### src/rtl/alu_seq_ctrl.sv
// alu_seq_ctrl: single-issue sequencer for 16-bit R-type / I-type ALU instructions.
// It accepts one instruction in IDLE and reads Rdest/Rsrc from the register file.
// It drives the ALU from registered operands, captures C and Flags, then writes the
// result back and updates the status flags. One instruction takes 4 cycles.
//
// Ports:
//   clk, reset                  clock, synchronous active-high reset
//   instr, instr_valid          instruction offer; instr_ready high only in IDLE
//   rf_raddr_dst/src            register-file read addresses (Rdest, Rsrc)
//   rf_rdata_dst/src            combinational register-file read data
//   alu_opcode/a/b              ALU operation and operands (registered)
//   alu_c, alu_flags            ALU result and flags
//   rf_wen/waddr/wdata          register-file write port (one-cycle strobe)
//   psr_flags                   architectural flag register
//   done, illegal               one-cycle retire / undecodable pulses
//   retired                     count of retired legal instructions (wraps)
module alu_seq_ctrl #(
  parameter int unsigned DATA_W  = 16,
  parameter int unsigned RADDR_W = 4,
  parameter int unsigned CNT_W   = 16
) (
  input  logic               clk,
  input  logic               reset,
  input  logic [15:0]        instr,
  input  logic               instr_valid,
  output logic               instr_ready,
  output logic [RADDR_W-1:0] rf_raddr_dst,
  output logic [RADDR_W-1:0] rf_raddr_src,
  input  logic [DATA_W-1:0]  rf_rdata_dst,
  input  logic [DATA_W-1:0]  rf_rdata_src,
  output logic [7:0]         alu_opcode,
  output logic [DATA_W-1:0]  alu_a,
  output logic [DATA_W-1:0]  alu_b,
  input  logic [DATA_W-1:0]  alu_c,
  input  logic [4:0]         alu_flags,
  output logic               rf_wen,
  output logic [RADDR_W-1:0] rf_waddr,
  output logic [DATA_W-1:0]  rf_wdata,
  output logic [4:0]         psr_flags,
  output logic               done,
  output logic               illegal,
  output logic [CNT_W-1:0]   retired
);

  localparam int unsigned IMM_W = 8;

  typedef enum logic [1:0] {IDLE, DECODE, EXEC, WB} state_t;

  state_t      state;
  state_t      next_state;
  logic [15:0] instr_q;
  logic [4:0]  flags_q;
  logic        cmp_q;

  logic [3:0]        op_c;
  logic [3:0]        opext_c;
  logic [IMM_W-1:0]  imm_c;
  logic              rtype_c;
  logic              legal_c;
  logic              cmp_c;
  logic              sext_c;
  logic [7:0]        opcode_c;
  logic [DATA_W-1:0] b_c;

  // The six legal function codes are shared by R-type opext and I-type op.
  function automatic logic is_legal_fn(input logic [3:0] f);
    case (f)
      4'h1, 4'h2, 4'h3, 4'h5, 4'h9, 4'hB: is_legal_fn = 1'b1;
      default:                            is_legal_fn = 1'b0;
    endcase
  endfunction

  // Decode of the latched instruction; only consumed while in DECODE.
  always_comb begin
    op_c     = instr_q[15:12];
    opext_c  = instr_q[7:4];
    imm_c    = instr_q[7:0];
    rtype_c  = (op_c == 4'h0);
    legal_c  = rtype_c ? is_legal_fn(opext_c) : is_legal_fn(op_c);
    cmp_c    = rtype_c ? (opext_c == 4'hB) : (op_c == 4'hB);
    // Arithmetic immediates (ADDI/SUBI/CMPI) sign-extend; logical ones zero-extend.
    sext_c   = (op_c == 4'h5) || (op_c == 4'h9) || (op_c == 4'hB);
    opcode_c = rtype_c ? {4'b0000, opext_c} : {op_c, 4'b0000};
    if (rtype_c) begin
      b_c = rf_rdata_src;
    end else if (sext_c) begin
      b_c = {{(DATA_W-IMM_W){imm_c[IMM_W-1]}}, imm_c};
    end else begin
      b_c = {{(DATA_W-IMM_W){1'b0}}, imm_c};
    end
  end

  // State register.
  always_ff @(posedge clk) begin
    if (reset) begin
      state <= IDLE;
    end else begin
      state <= next_state;
    end
  end

  // Next-state logic.
  always_comb begin
    next_state = state;
    case (state)
      IDLE:    if (instr_valid) next_state = DECODE;
      DECODE:  next_state = legal_c ? EXEC : IDLE;
      EXEC:    next_state = WB;
      WB:      next_state = IDLE;
      default: next_state = IDLE;
    endcase
  end

  // Registered datapath and outputs; strobes default low every cycle.
  always_ff @(posedge clk) begin
    if (reset) begin
      instr_ready  <= 1'b1;
      instr_q      <= 16'h0000;
      rf_raddr_dst <= '0;
      rf_raddr_src <= '0;
      alu_opcode   <= 8'h00;
      alu_a        <= '0;
      alu_b        <= '0;
      cmp_q        <= 1'b0;
      flags_q      <= 5'b00000;
      rf_wen       <= 1'b0;
      rf_waddr     <= '0;
      rf_wdata     <= '0;
      psr_flags    <= 5'b00000;
      done         <= 1'b0;
      illegal      <= 1'b0;
      retired      <= '0;
    end else begin
      rf_wen      <= 1'b0;
      done        <= 1'b0;
      illegal     <= 1'b0;
      // Ready tracks the state the FSM is about to enter, so it is high exactly in IDLE.
      instr_ready <= (next_state == IDLE);
      case (state)
        IDLE: begin
          if (instr_valid) begin
            instr_q      <= instr;
            rf_raddr_dst <= RADDR_W'(instr[11:8]);
            rf_raddr_src <= RADDR_W'(instr[3:0]);
          end
        end
        DECODE: begin
          if (legal_c) begin
            alu_opcode <= opcode_c;
            alu_a      <= rf_rdata_dst;
            alu_b      <= b_c;
            cmp_q      <= cmp_c;
            rf_waddr   <= RADDR_W'(instr_q[11:8]);
          end else begin
            illegal <= 1'b1;
          end
        end
        EXEC: begin
          rf_wdata <= alu_c;
          flags_q  <= alu_flags;
        end
        WB: begin
          // Compares update flags only; the destination register is left untouched.
          rf_wen    <= ~cmp_q;
          done      <= 1'b1;
          psr_flags <= flags_q;
          retired   <= retired + CNT_W'(1);
        end
        default: ;
      endcase
    end
  end

endmodule
### config.mk
export PLATFORM = sky130hd
export DESIGN_NAME = alu_seq_ctrl
export DESIGN_NICKNAME = d
export VERILOG_FILES = /design/src/rtl/alu_seq_ctrl.sv
export SDC_FILE = /design/constraint.sdc
export NUM_CORES = 1
export LEC_CHECK = 0
export CORE_MARGIN = 2
export CORE_UTILIZATION = 40
export DETAILED_ROUTE_END_ITERATION = 12
export PLACE_DENSITY = 0.75
export SLEW_MARGIN = 20
export SYNTH_ARGS = -nofsm -noshare
export SYNTH_HDL_FRONTEND = slang
export SYNTH_SLANG_ARGS = --single-unit
### constraint.sdc
create_clock -name clk -period 2.9 [get_ports clk]
set_input_delay 0.58 -clock clk [delete_from_list [all_inputs] [get_ports clk]]
set_output_delay 0.58 -clock clk [all_outputs]
set_load 0.01 [all_outputs]
==> results of run 1 <==
kinds of logic after synthesis:
logic type	Yosys count	synth area share (%)
compound gates	157	20.7
fa+ha+maj	1	0.287
buf+inv	53	6.03
simple gates	177	18.7
xor+xnor	11	2.21
flops	109	50.0
mux	9	2.09
path summary, 6_finish.rpt:
path         endpoint  depth (start not counted)
max reg2reg  alu_b[5]                          5
min            rf_wen                          1
min reg2reg    rf_wen                          1
max          alu_b[5]                          5
flip-flops by register name (all words and copies together), names as in the netlist:
| signal | cells |
|---|---|
| alu_a | 16 |
| illegal | 1 |
| flags_q | 5 |
| alu_opcode | 8 |
| alu_b | 16 |
| psr_flags | 5 |
| instr_ready | 1 |
| rf_wdata | 16 |
| done | 1 |
| rf_raddr_src | 3 |
| rf_raddr_dst | 3 |
| instr_q | 10 |
| cmp_q | 1 |
| rf_waddr | 4 |
| state | 2 |
| rf_wen | 1 |
| retired | 16 |
worst reg2reg max path: stages (launching register included):
cell and delay (ns):
sky130_fd_sc_hd__dfxtp_1 0.54, sky130_fd_sc_hd__or3b_4 0.46, sky130_fd_sc_hd__a31oi_4 0.40, sky130_fd_sc_hd__buf_4 0.40, sky130_fd_sc_hd__a21oi_1 0.12, sky130_fd_sc_hd__a211oi_1 0.23
per-layer routing:
metal	up-vias	global-route usage, %	share of wire, %
met1	1957	25.6	44
li1	2042	-	-
met2	133	33.6	48
met5	-	0	0
met3	12	5.30	6.2
met4	0	5.86	1.3
power groups by stage:
stage	Sequential (mW)	Clock (mW)	Combinational (mW)
floorplan	1.63	0	0.267
global placement	1.63	0	0.495
detailed placement	1.63	0	0.505
CTS	1.60	0.947	0.508
global route	1.60	1.01	0.547
finish	1.60	0.929	0.505
final cells by class:
| type | count | area [um2] | share of cell area, % |
|---|---|---|---|
| Timing Repair Buffer | 172 | 1700 | 27.5 |
| Tap cell | 140 | 175 | 2.83 |
| Clock inverter | 6 | 72.6 | 1.17 |
| Multi-Input combinational cell | 355 | 1920 | 31.0 |
| Clock buffer | 9 | 124 | 2.00 |
| Sequential cell | 109 | 2180 | 35.3 |
| Inverter | 4 | 15.0 | 0.243 |
cell usage in the layout (no fill, tap or decap), types with 17 or more instances in the layout:
cell type,n
sky130_fd_sc_hd__clkdlybuf4s50_1,163
sky130_fd_sc_hd__dfxtp_1,109
sky130_fd_sc_hd__nor2_1,17
sky130_fd_sc_hd__o21ai_0,28
sky130_fd_sc_hd__a21oi_1,100
sky130_fd_sc_hd__a211oi_1,17
sky130_fd_sc_hd__nand2_1,95
sky130_fd_sc_hd__nand3_1,29
==> metrics.txt, run 1 <==
# TYPE chip_impl_metric gauge
chip_impl_info{name="run_status",value="complete, no violations"} 1
chip_impl_metric{name="fin_util",unit="%"} 57.6
chip_impl_metric{name="async_s_r_ff_share_synth",unit="%"} 0
chip_impl_metric{name="p_switching",unit="mW"} 0.830
chip_impl_metric{name="die_w",unit="um"} 108
chip_impl_metric{name="min_tclk_post_route",unit="ns"} 2.24
chip_impl_metric{name="clkTransAtPathRegs",unit="ns"} 0.10
chip_impl_metric{name="grt_max_degree",unit=""} 43
chip_impl_metric{name="die_area",unit="um2"} 11800
chip_impl_info{name="netlist_top_cells_area",value="sky130_fd_sc_hd__dfxtp_1, sky130_fd_sc_hd__a21oi_1, sky130_fd_sc_hd__nand2_1, sky130_fd_sc_hd__nand3_1, sky130_fd_sc_hd__o21ai_0"} 1
chip_impl_metric{name="power.share.sequential",unit="%"} 52.7
chip_impl_metric{name="finalHoldViolations",unit=""} 0
chip_impl_metric{name="fmax",unit="MHz"} 446
chip_impl_metric{name="power.share.combinational",unit="%"} 16.7
chip_impl_metric{name="synth-warning-count",unit=""} 0
chip_impl_info{name="synth.most_common_cell",value="sky130_fd_sc_hd__dfxtp_1"} 1
chip_impl_metric{name="wl_per_cell",unit="um"} 15.1
chip_impl_metric{name="clock_power_share",unit="%"} 30.6
chip_impl_metric{name="core_region_area",unit="um2"} 10700
chip_impl_info{name="worstHoldPathType",value="reg -> reg"} 1
chip_impl_metric{name="die_y",unit="um"} 108
chip_impl_metric{name="nets_finish",unit=""} 724
chip_impl_metric{name="place.detailed.instances",unit=""} 780
chip_impl_metric{name="drt_iter0_drc",unit=""} 281
chip_impl_metric{name="area_delta_synth_final",unit="%"} 42.0
chip_impl_info{name="hold_path_startpoint",value="cmp_q"} 1
chip_impl_metric{name="hold_buffers",unit=""} 0
chip_impl_metric{name="synthesized_flop_and_latch_total",unit=""} 109
chip_impl_metric{name="antenna_cells",unit=""} 0
chip_impl_metric{name="worstPathBufferInverterCount",unit=""} 1
chip_impl_metric{name="ys_seq_area_share",unit="%"} 50.0
chip_impl_metric{name="antenna_found_initial",unit=""} 0
chip_impl_metric{name="maxCapViolCount",unit=""} 0
chip_impl_metric{name="drv_slew",unit=""} 0
chip_impl_metric{name="max_slew.worst_pin.slew",unit="ns"} 0.796
chip_impl_metric{name="setup_total_negative_slack",unit="ns"} 0
chip_impl_metric{name="switching_power_share_of_the_total",unit="%"} 27.4
chip_impl_info{name="timing.critical_path.from_type",value="flip-flop"} 1
chip_impl_metric{name="vdd_drop_max",unit="mV"} 0.269
chip_impl_metric{name="routabilityCongestion",unit=""} 0.775
chip_impl_metric{name="row_count",unit=""} 38
chip_impl_metric{name="clockBufferDepth",unit=""} 2
chip_impl_metric{name="synth_cell_types",unit=""} 42
chip_impl_metric{name="global_route.usage.total",unit="%"} 20.1
chip_impl_info{name="tritoncts",value="done"} 1
chip_impl_metric{name="detailedRoute.firstPassIterationCount",unit=""} 4
chip_impl_metric{name="grt_pass1_vias",unit=""} 3886
chip_impl_metric{name="post_route_wl",unit="um"} 12000
chip_impl_metric{name="power",unit="mW"} 3.03
chip_impl_metric{name="crit_arrival",unit="ns"} 2.52
chip_impl_info{name="worst_path_cell_trace",value="or3b_4 -> a31oi_4 -> buf_4 -> a21oi_1 -> a211oi_1"} 1
chip_impl_metric{name="place_ws",unit="ns"} 0.668
chip_impl_info{name="ys_top_cells_by_count",value="sky130_fd_sc_hd__dfxtp_1, sky130_fd_sc_hd__a21oi_1, sky130_fd_sc_hd__nand2_1"} 1
chip_impl_info{name="path_delay_family",value="compound AO/OA/AOI/OAI gates"} 1
chip_impl_metric{name="grt_pass1_wl",unit="um"} 18800
chip_impl_metric{name="syn-instance-count",unit=""} 517
chip_impl_metric{name="cts.htree.levels",unit=""} 3
chip_impl_metric{name="postCtsSetupBuffers",unit=""} 0
chip_impl_metric{name="clock_sink_count",unit=""} 109
chip_impl_metric{name="report.final.setup_viol",unit=""} 0
chip_impl_info{name="endpoint_kind",value="flip-flop"} 1
chip_impl_metric{name="drive_above_1_share",unit="%"} 5.65
chip_impl_metric{name="synth.net_count",unit=""} 590
chip_impl_info{name="worstSetupPathType",value="reg -> reg"} 1
chip_impl_metric{name="layoutNonFillerInstCount",unit=""} 795
chip_impl_metric{name="timing.critical_path.fanout_max",unit=""} 31
chip_impl_metric{name="drt.antenna.violating_nets",unit=""} 0
chip_impl_metric{name="avgSynthCellArea",unit="um2"} 8.43
chip_impl_metric{name="cellPowerDensity",unit="nW/um2"} 490
chip_impl_metric{name="top_level_pins",unit=""} 165
chip_impl_info{name="ctsRootBufferMaster",value="sky130_fd_sc_hd__clkbuf_8"} 1
chip_impl_metric{name="register_to_register_setup_slack",unit="ns"} 0.66
chip_impl_metric{name="n_fill_cell",unit=""} 977
chip_impl_metric{name="setup_ws",unit="ns"} 0.660
chip_impl_metric{name="syn_area",unit="um2"} 4360
chip_impl_metric{name="effective_utilization_at_floorplan",unit="%"} 40.6
chip_impl_info{name="unrepaired_setup_endpoints_after_global_routing",value="no"} 1
chip_impl_metric{name="worst_ep_required_time",unit="ns"} 3.18
chip_impl_metric{name="placed_area",unit="um2"} 5990
chip_impl_metric{name="clock_latency",unit="ns"} 0.38
chip_impl_metric{name="drc",unit=""} 0
chip_impl_metric{name="via_per_inst",unit=""} 5.21
chip_impl_info{name="startpoint",value="instr_q[12]"} 1
chip_impl_metric{name="synth_enable_flop_cells",unit=""} 0
chip_impl_info{name="standard_cell_with_the_maximum_stage_delay_on_the_critical_path",value="sky130_fd_sc_hd__dfxtp_1"} 1
chip_impl_info{name="synth.largest_area_cell",value="sky130_fd_sc_hd__dfxtp_1"} 1
chip_impl_metric{name="final.hold.worst_slack",unit="ns"} 0.441
chip_impl_metric{name="overflow",unit=""} 0
chip_impl_metric{name="dp_hpwl",unit="um"} 8440
chip_impl_metric{name="cts_buffers",unit=""} 9
chip_impl_info{name="regToRegStartpoint",value="instr_q[12]"} 1
chip_impl_metric{name="period_share",unit="%"} 77.2
chip_impl_metric{name="cts.repair.resized",unit=""} 0
chip_impl_metric{name="intPower",unit="mW"} 2.20
chip_impl_metric{name="num_vias",unit=""} 4144
chip_impl_metric{name="finish.instance_area",unit="um2"} 6190
chip_impl_metric{name="numPortBuffers",unit=""} 164
chip_impl_info{name="postSynth.topFlopCell",value="sky130_fd_sc_hd__dfxtp_1"} 1
chip_impl_metric{name="yosysTopAreaCellShare",unit="%"} 50.0
chip_impl_metric{name="final.setup_skew",unit="ns"} 0.0174
chip_impl_metric{name="slew_headroom",unit="%"} 46.9
chip_impl_metric{name="static_leakage",unit="nW"} 2.04
chip_impl_metric{name="crit_path_max_incr_delay",unit="ns"} 0.54
(Power assumes the default switching activity.)
==> inputs of run 2 (changes only) <==
- clock period: 2.9 -> 2.1 ns (I/O delays scaled with it)
==> run 2 against run 1 <==
  * Maximum frequency grew 18%
  * Non-clock buffer count grew 8
  * Hold slack gained 0.016 ns
  * Global-route usage shrank 0.40 points
  * Sequential cell count is the same
  * Largest power group unchanged
  * Wire length shrank 0.98%
  * Sequential power grew 38%
  * Critical endpoint is now alu_b[14]
  * Critical path type unchanged
==> metrics.txt, run 2 (synthesis results as in run 1) <==
# TYPE chip_impl_metric gauge
chip_impl_info{name="run_status",value="complete, no violations"} 1
chip_impl_metric{name="area.sequential",unit="um2"} 2180
chip_impl_metric{name="core_region_area",unit="um2"} 10700
chip_impl_metric{name="cts_buffers",unit=""} 9
chip_impl_metric{name="num_vias",unit=""} 4133
chip_impl_info{name="unrepaired_setup_endpoints_after_global_routing",value="no"} 1
chip_impl_metric{name="worst_ep_required_time",unit="ns"} 2.32
chip_impl_metric{name="grt_pass1_vias",unit=""} 3802
chip_impl_metric{name="die_w",unit="um"} 108
chip_impl_metric{name="setup_total_negative_slack",unit="ns"} 0
chip_impl_metric{name="timing.critical_path.fanout_max",unit=""} 31
chip_impl_info{name="worstHoldPathType",value="reg -> reg"} 1
chip_impl_metric{name="slew_headroom",unit="%"} 61.0
chip_impl_info{name="grt.busiest_layer",value="met2"} 1
chip_impl_metric{name="dp_hpwl",unit="um"} 8400
chip_impl_metric{name="hold_buffers",unit=""} 0
chip_impl_metric{name="antenna_cells",unit=""} 0
chip_impl_metric{name="antenna_found_initial",unit=""} 0
chip_impl_metric{name="use_met1",unit="%"} 24.4
chip_impl_metric{name="final.setup_skew",unit="ns"} 0.0115
chip_impl_metric{name="static_leakage",unit="nW"} 2.09
chip_impl_metric{name="clock_sink_count",unit=""} 109
chip_impl_metric{name="global_route.usage.met2",unit="%"} 33.7
chip_impl_metric{name="nets_finish",unit=""} 732
chip_impl_metric{name="multiInputGateArea",unit="um2"} 1920
chip_impl_info{name="standard_cell_with_the_maximum_stage_delay_on_the_critical_path",value="sky130_fd_sc_hd__or3b_4"} 1
chip_impl_metric{name="drc",unit=""} 0
chip_impl_info{name="endpoint_kind",value="flip-flop"} 1
chip_impl_metric{name="gr-usage-met3",unit="%"} 5.30
chip_impl_metric{name="clockBufferDepth",unit=""} 2
chip_impl_metric{name="top_level_pins",unit=""} 165
chip_impl_metric{name="post_route_wl",unit="um"} 11900
chip_impl_metric{name="routabilityCongestion",unit=""} 0.802
chip_impl_metric{name="grt_pass1_wl",unit="um"} 18500
chip_impl_metric{name="n_fill_cell",unit=""} 1009
chip_impl_metric{name="grt_max_degree",unit=""} 48
chip_impl_metric{name="power",unit="mW"} 4.23
chip_impl_metric{name="finish.instance_area",unit="um2"} 6280
chip_impl_metric{name="cts.htree.levels",unit=""} 3
chip_impl_metric{name="fmax",unit="MHz"} 527
chip_impl_info{name="final_cell_mix",value="sky130_fd_sc_hd__clkdlybuf4s50_1, sky130_fd_sc_hd__dfxtp_1, sky130_fd_sc_hd__a21oi_1, sky130_fd_sc_hd__nand2_1, sky130_fd_sc_hd__nand3_1"} 1
chip_impl_metric{name="drive_above_1_share",unit="%"} 6.65
chip_impl_metric{name="drt_iter0_drc",unit=""} 287
chip_impl_metric{name="setup_ws",unit="ns"} 0.201
chip_impl_metric{name="clkTransAtPathRegs",unit="ns"} 0.09
chip_impl_metric{name="via_per_inst",unit=""} 5.15
chip_impl_metric{name="detailedRoute.firstPassIterationCount",unit=""} 5
chip_impl_metric{name="area_delta_synth_final",unit="%"} 44.0
chip_impl_metric{name="crit_arrival",unit="ns"} 2.12
chip_impl_metric{name="maxCapViolCount",unit=""} 0
chip_impl_metric{name="numPortBuffers",unit=""} 164
chip_impl_metric{name="die_y",unit="um"} 108
chip_impl_metric{name="drv_slew",unit=""} 0
chip_impl_metric{name="drt.antenna.violating_nets",unit=""} 0
chip_impl_info{name="worst_path_cell_trace",value="or3b_4 -> a31o_4 -> nor2_4 -> a211oi_1"} 1
chip_impl_metric{name="global_route.usage.total",unit="%"} 19.7
chip_impl_info{name="worstSetupPathType",value="reg -> reg"} 1
chip_impl_metric{name="wl_per_cell",unit="um"} 14.8
chip_impl_metric{name="max_slew.worst_pin.slew",unit="ns"} 0.584
chip_impl_metric{name="period_share",unit="%"} 90.4
chip_impl_metric{name="clock_latency",unit="ns"} 0.36
chip_impl_info{name="tritoncts",value="done"} 1
chip_impl_info{name="most_frequent_standard_cell_in_the_layout_excluding_fill_and_tap_cells",value="sky130_fd_sc_hd__clkdlybuf4s50_1"} 1
chip_impl_info{name="timing.critical_path.from_type",value="flip-flop"} 1
chip_impl_metric{name="effective_utilization_at_floorplan",unit="%"} 40.6
chip_impl_metric{name="row_count",unit=""} 38
chip_impl_metric{name="report.final.setup_viol",unit=""} 0
chip_impl_metric{name="cellPowerDensity",unit="nW/um2"} 674
chip_impl_metric{name="vdd_drop_max",unit="mV"} 0.399
chip_impl_metric{name="placed_area",unit="um2"} 6080
chip_impl_metric{name="postCtsSetupBuffers",unit=""} 0
chip_impl_metric{name="min_tclk_post_route",unit="ns"} 1.90
chip_impl_info{name="ctsRootBufferMaster",value="sky130_fd_sc_hd__clkbuf_8"} 1
chip_impl_metric{name="cts.repair.resized",unit=""} 0
chip_impl_metric{name="crit_path_max_incr_delay",unit="ns"} 0.46
chip_impl_metric{name="final.hold.worst_slack",unit="ns"} 0.458
chip_impl_metric{name="place_ws",unit="ns"} 0.220
chip_impl_metric{name="die_area",unit="um2"} 11800
chip_impl_metric{name="overflow",unit=""} 0
chip_impl_metric{name="finalHoldViolations",unit=""} 0
[run 2: cell types whose count changed in the layout (fill, tap and decap cells not counted), sizes merged]
cell    before  now
inv          6    4
buf          9   17
bufinv       1    2
[run 2: stage by stage]
stage          std cells  utilization (%)
2_1_floorplan        517                -
3_3_place_gp         788             56.6
3_5_place_dp         788             56.6
4_1_cts              802             58.4
5_1_grt              802             58.4
6_report             802             58.4
[run 2: worst paths after layout]
check          startpoint           end  slack (ns)  depth (start not counted)
max           instr_q[15]     alu_b[14]        0.20                          4
min          rf_wdata[11]  rf_wdata[11]        0.46                          2
max reg2reg   instr_q[15]     alu_b[14]        0.20                          4
min reg2reg  rf_wdata[11]  rf_wdata[11]        0.46                          2
[run 2: layer usage]
layer / wire length (um) / vias to the layer above / part of all wire (%)
met5: 0 / - / 0
met4: 123 / 0 / 1.0
met3: 780 / 10 / 6.6
met2: 5880 / 134 / 49
met1: 5100 / 1929 / 43
li1: - / 2060 / -
[run 2: power breakdown]
group / internal (mW) / switching [mW]
sequential: 2.14 / 0.0582
combinational: 0.358 / 0.363
clock: 0.655 / 0.660
total: 3.15 / 1.08
[run 2: layout make-up]
class                           instances  area share, %
Multi-Input combinational cell        355           30.6
Tap cell                              140           2.79
Timing Repair Buffer                  180           28.4
Inverter                                4          0.239
Clock inverter                          5           1.24
Clock buffer                            9           1.97
Sequential cell                       109           34.7
[run 2: critical path: cells and delay by family, from the launching register on]
family             cells  cell delay (ns)
and+or+nand+nor        2             0.85
DFF                    1             0.40
AOI/OAI and AO/OA      2             0.51
==> inputs of run 3 (changes only) <==
- DONT_BUFFER_PORTS: unset -> 1
- PLACE_DENSITY: 0.75 -> 0.55
==> run 3 against run 2 <==
  * Register-to-register slack improved by 0.02 ns
  * Global-route usage decreased by 2.2 points
  * Non-clock buffer count decreased by 166
  * Critical path depth increased by 1
  * Total power decreased by 7.6%
  * Largest cell class unchanged
==> metrics.txt, run 3 (synthesis results as in run 1) <==
# TYPE chip_impl_metric gauge
chip_impl_info{name="run_status",value="complete, no violations"} 1
chip_impl_metric{name="placed_area",unit="um2"} 4410
chip_impl_metric{name="worst_ep_required_time",unit="ns"} 2.40
chip_impl_info{name="timing.critical_path.from_type",value="flip-flop"} 1
chip_impl_metric{name="grt_pass1_wl",unit="um"} 16200
chip_impl_metric{name="dp_hpwl",unit="um"} 7100
chip_impl_metric{name="die_area",unit="um2"} 11800
chip_impl_metric{name="post_route_wl",unit="um"} 10700
chip_impl_info{name="most_frequent_standard_cell_in_the_layout_excluding_fill_and_tap_cells",value="sky130_fd_sc_hd__dfxtp_1"} 1
chip_impl_metric{name="grt_pass1_vias",unit=""} 3269
chip_impl_metric{name="core_region_area",unit="um2"} 10700
chip_impl_metric{name="effective_utilization_at_floorplan",unit="%"} 40.6
chip_impl_metric{name="drt_iter0_drc",unit=""} 225
chip_impl_metric{name="final.setup_skew",unit="ns"} 0.0120
chip_impl_metric{name="clock_latency",unit="ns"} 0.36
chip_impl_metric{name="antenna_found_initial",unit=""} 0
chip_impl_info{name="worstHoldPathType",value="in -> reg"} 1
chip_impl_metric{name="detailedRoute.firstPassIterationCount",unit=""} 4
chip_impl_metric{name="routabilityCongestion",unit=""} 0.719
chip_impl_metric{name="vdd_drop_max",unit="mV"} 0.348
chip_impl_metric{name="min_tclk_post_route",unit="ns"} 1.88
chip_impl_metric{name="intPower",unit="mW"} 2.84
chip_impl_metric{name="slew_headroom",unit="%"} 55.5
chip_impl_metric{name="drv_slew",unit=""} 0
chip_impl_metric{name="antenna_cells",unit=""} 0
chip_impl_metric{name="fmax",unit="MHz"} 531
chip_impl_metric{name="clock_power_share",unit="%"} 32.5
chip_impl_metric{name="global_route.usage.total",unit="%"} 17.6
chip_impl_metric{name="timing.reg2reg.worst_path_depth",unit=""} 5
chip_impl_metric{name="cts.repair.resized",unit=""} 0
chip_impl_metric{name="power.share.sequential",unit="%"} 57.1
chip_impl_metric{name="report.final.setup_viol",unit=""} 0
chip_impl_metric{name="overflow",unit=""} 0
chip_impl_metric{name="die_w",unit="um"} 108
chip_impl_info{name="tritoncts",value="done"} 1
chip_impl_metric{name="finalHoldViolations",unit=""} 0
chip_impl_metric{name="numPortBuffers",unit=""} 0
chip_impl_info{name="final_cell_mix",value="sky130_fd_sc_hd__dfxtp_1, sky130_fd_sc_hd__a21oi_1, sky130_fd_sc_hd__nand2_1, sky130_fd_sc_hd__nand3_1, sky130_fd_sc_hd__o21ai_0"} 1
chip_impl_metric{name="final.hold.worst_slack",unit="ns"} 0.123
chip_impl_metric{name="wl_per_cell",unit="um"} 16.7
chip_impl_metric{name="area_delta_synth_final",unit="%"} 5.71
chip_impl_metric{name="maxCapViolCount",unit=""} 0
chip_impl_metric{name="whs_path_depth",unit=""} 1
chip_impl_metric{name="cts_buffers",unit=""} 9
chip_impl_metric{name="clock_sink_count",unit=""} 109
chip_impl_metric{name="postCtsSetupBuffers",unit=""} 0
chip_impl_metric{name="via_per_inst",unit=""} 5.45
chip_impl_metric{name="die_y",unit="um"} 108
chip_impl_metric{name="grt_max_degree",unit=""} 110
chip_impl_metric{name="row_count",unit=""} 38
chip_impl_metric{name="drt.antenna.violating_nets",unit=""} 0
chip_impl_metric{name="power.share.combinational",unit="%"} 10.4
chip_impl_metric{name="register_to_register_setup_slack",unit="ns"} 0.22
chip_impl_metric{name="drc",unit=""} 0
chip_impl_metric{name="top_level_pins",unit=""} 165
chip_impl_metric{name="cts.htree.levels",unit=""} 3
chip_impl_metric{name="finish.instance_area",unit="um2"} 4610
chip_impl_info{name="worstSetupPathType",value="reg -> reg"} 1
chip_impl_metric{name="num_vias",unit=""} 3479
chip_impl_metric{name="crit_arrival",unit="ns"} 2.18
chip_impl_metric{name="timing.critical_path.fanout_max",unit=""} 17
chip_impl_metric{name="clkTransAtPathRegs",unit="ns"} 0.10
chip_impl_metric{name="hold_buffers",unit=""} 0
chip_impl_metric{name="static_leakage",unit="nW"} 1.46
chip_impl_info{name="unrepaired_setup_endpoints_after_global_routing",value="no"} 1
chip_impl_info{name="ctsRootBufferMaster",value="sky130_fd_sc_hd__clkbuf_8"} 1
chip_impl_metric{name="setup_total_negative_slack",unit="ns"} 0
chip_impl_metric{name="max_slew.worst_pin.slew",unit="ns"} 0.666
chip_impl_metric{name="p_switching",unit="mW"} 1.08
chip_impl_metric{name="switching_power_share_of_the_total",unit="%"} 27.5
chip_impl_metric{name="cellPowerDensity",unit="nW/um2"} 849
chip_impl_info{name="endpoint_kind",value="flip-flop"} 1
chip_impl_metric{name="n_fill_cell",unit=""} 1091
chip_impl_metric{name="clockBufferDepth",unit=""} 2
chip_impl_metric{name="nets_finish",unit=""} 566
chip_impl_metric{name="period_share",unit="%"} 89.6
chip_impl_metric{name="drive_above_1_share",unit="%"} 8.63
-- run 3: power groups by stage --
stage               sequential, mW  combinational (mW)  clock, mW
floorplan                     2.26               0.368          0
global placement              2.28               0.397          0
detailed placement            2.28               0.407          0
CTS                           2.24               0.409       1.32
global route                  2.25               0.450       1.41
finish                        2.24               0.406       1.27
-- run 3: final cells by class --
type                    instances  area, um2  area share [%]
repair buffers                 14        118            2.55
clock inverters                 7       73.8            1.60
multi-input cells             355       1920            41.7
well taps                     140        175            3.80
inverters                       4       15.0           0.326
clock buffers                   9        124            2.69
flip-flops and latches        109       2180            47.3
-- run 3: stage by stage --
step	util (%)	cells	setup slack, ns	power (mW)
after detailed placement	41.1	622	0.186	2.69
after CTS	42.9	638	0.177	3.96
final	42.9	638	0.218	3.91
after floorplan	-	517	0.422	2.62
after global routing	42.9	638	0.0553	4.11
after global placement	41.1	622	0.234	2.68
-- run 3: layer usage --
metal  global-route usage [%]  wire length [um]  part of all wire [%]  vias up
li1                         -                 -                     -     1732
met1                     22.0              4740                    44     1630
met2                     28.4              4940                    46      110
met3                     6.09               878                   8.2        7
met4                     5.40               106                  0.99        0
met5                        0                 0                     0        -
-- run 3: final timing paths --
path	start	end
worst min-delay path	reset	retired[11]
worst min register to register	flags_q[1]	psr_flags[1]
worst max-delay path	instr_q[7]	alu_a[9]
worst max register to register	instr_q[7]	alu_a[9]
-- run 3: critical path, cell delays in order, from the launching register on --
cell and delay (ns):
sky130_fd_sc_hd__dfxtp_1 0.49, sky130_fd_sc_hd__o21ai_1 0.17, sky130_fd_sc_hd__a2111oi_4 0.60, sky130_fd_sc_hd__buf_4 0.30
sky130_fd_sc_hd__o21ai_0 0.11, sky130_fd_sc_hd__a21oi_1 0.15
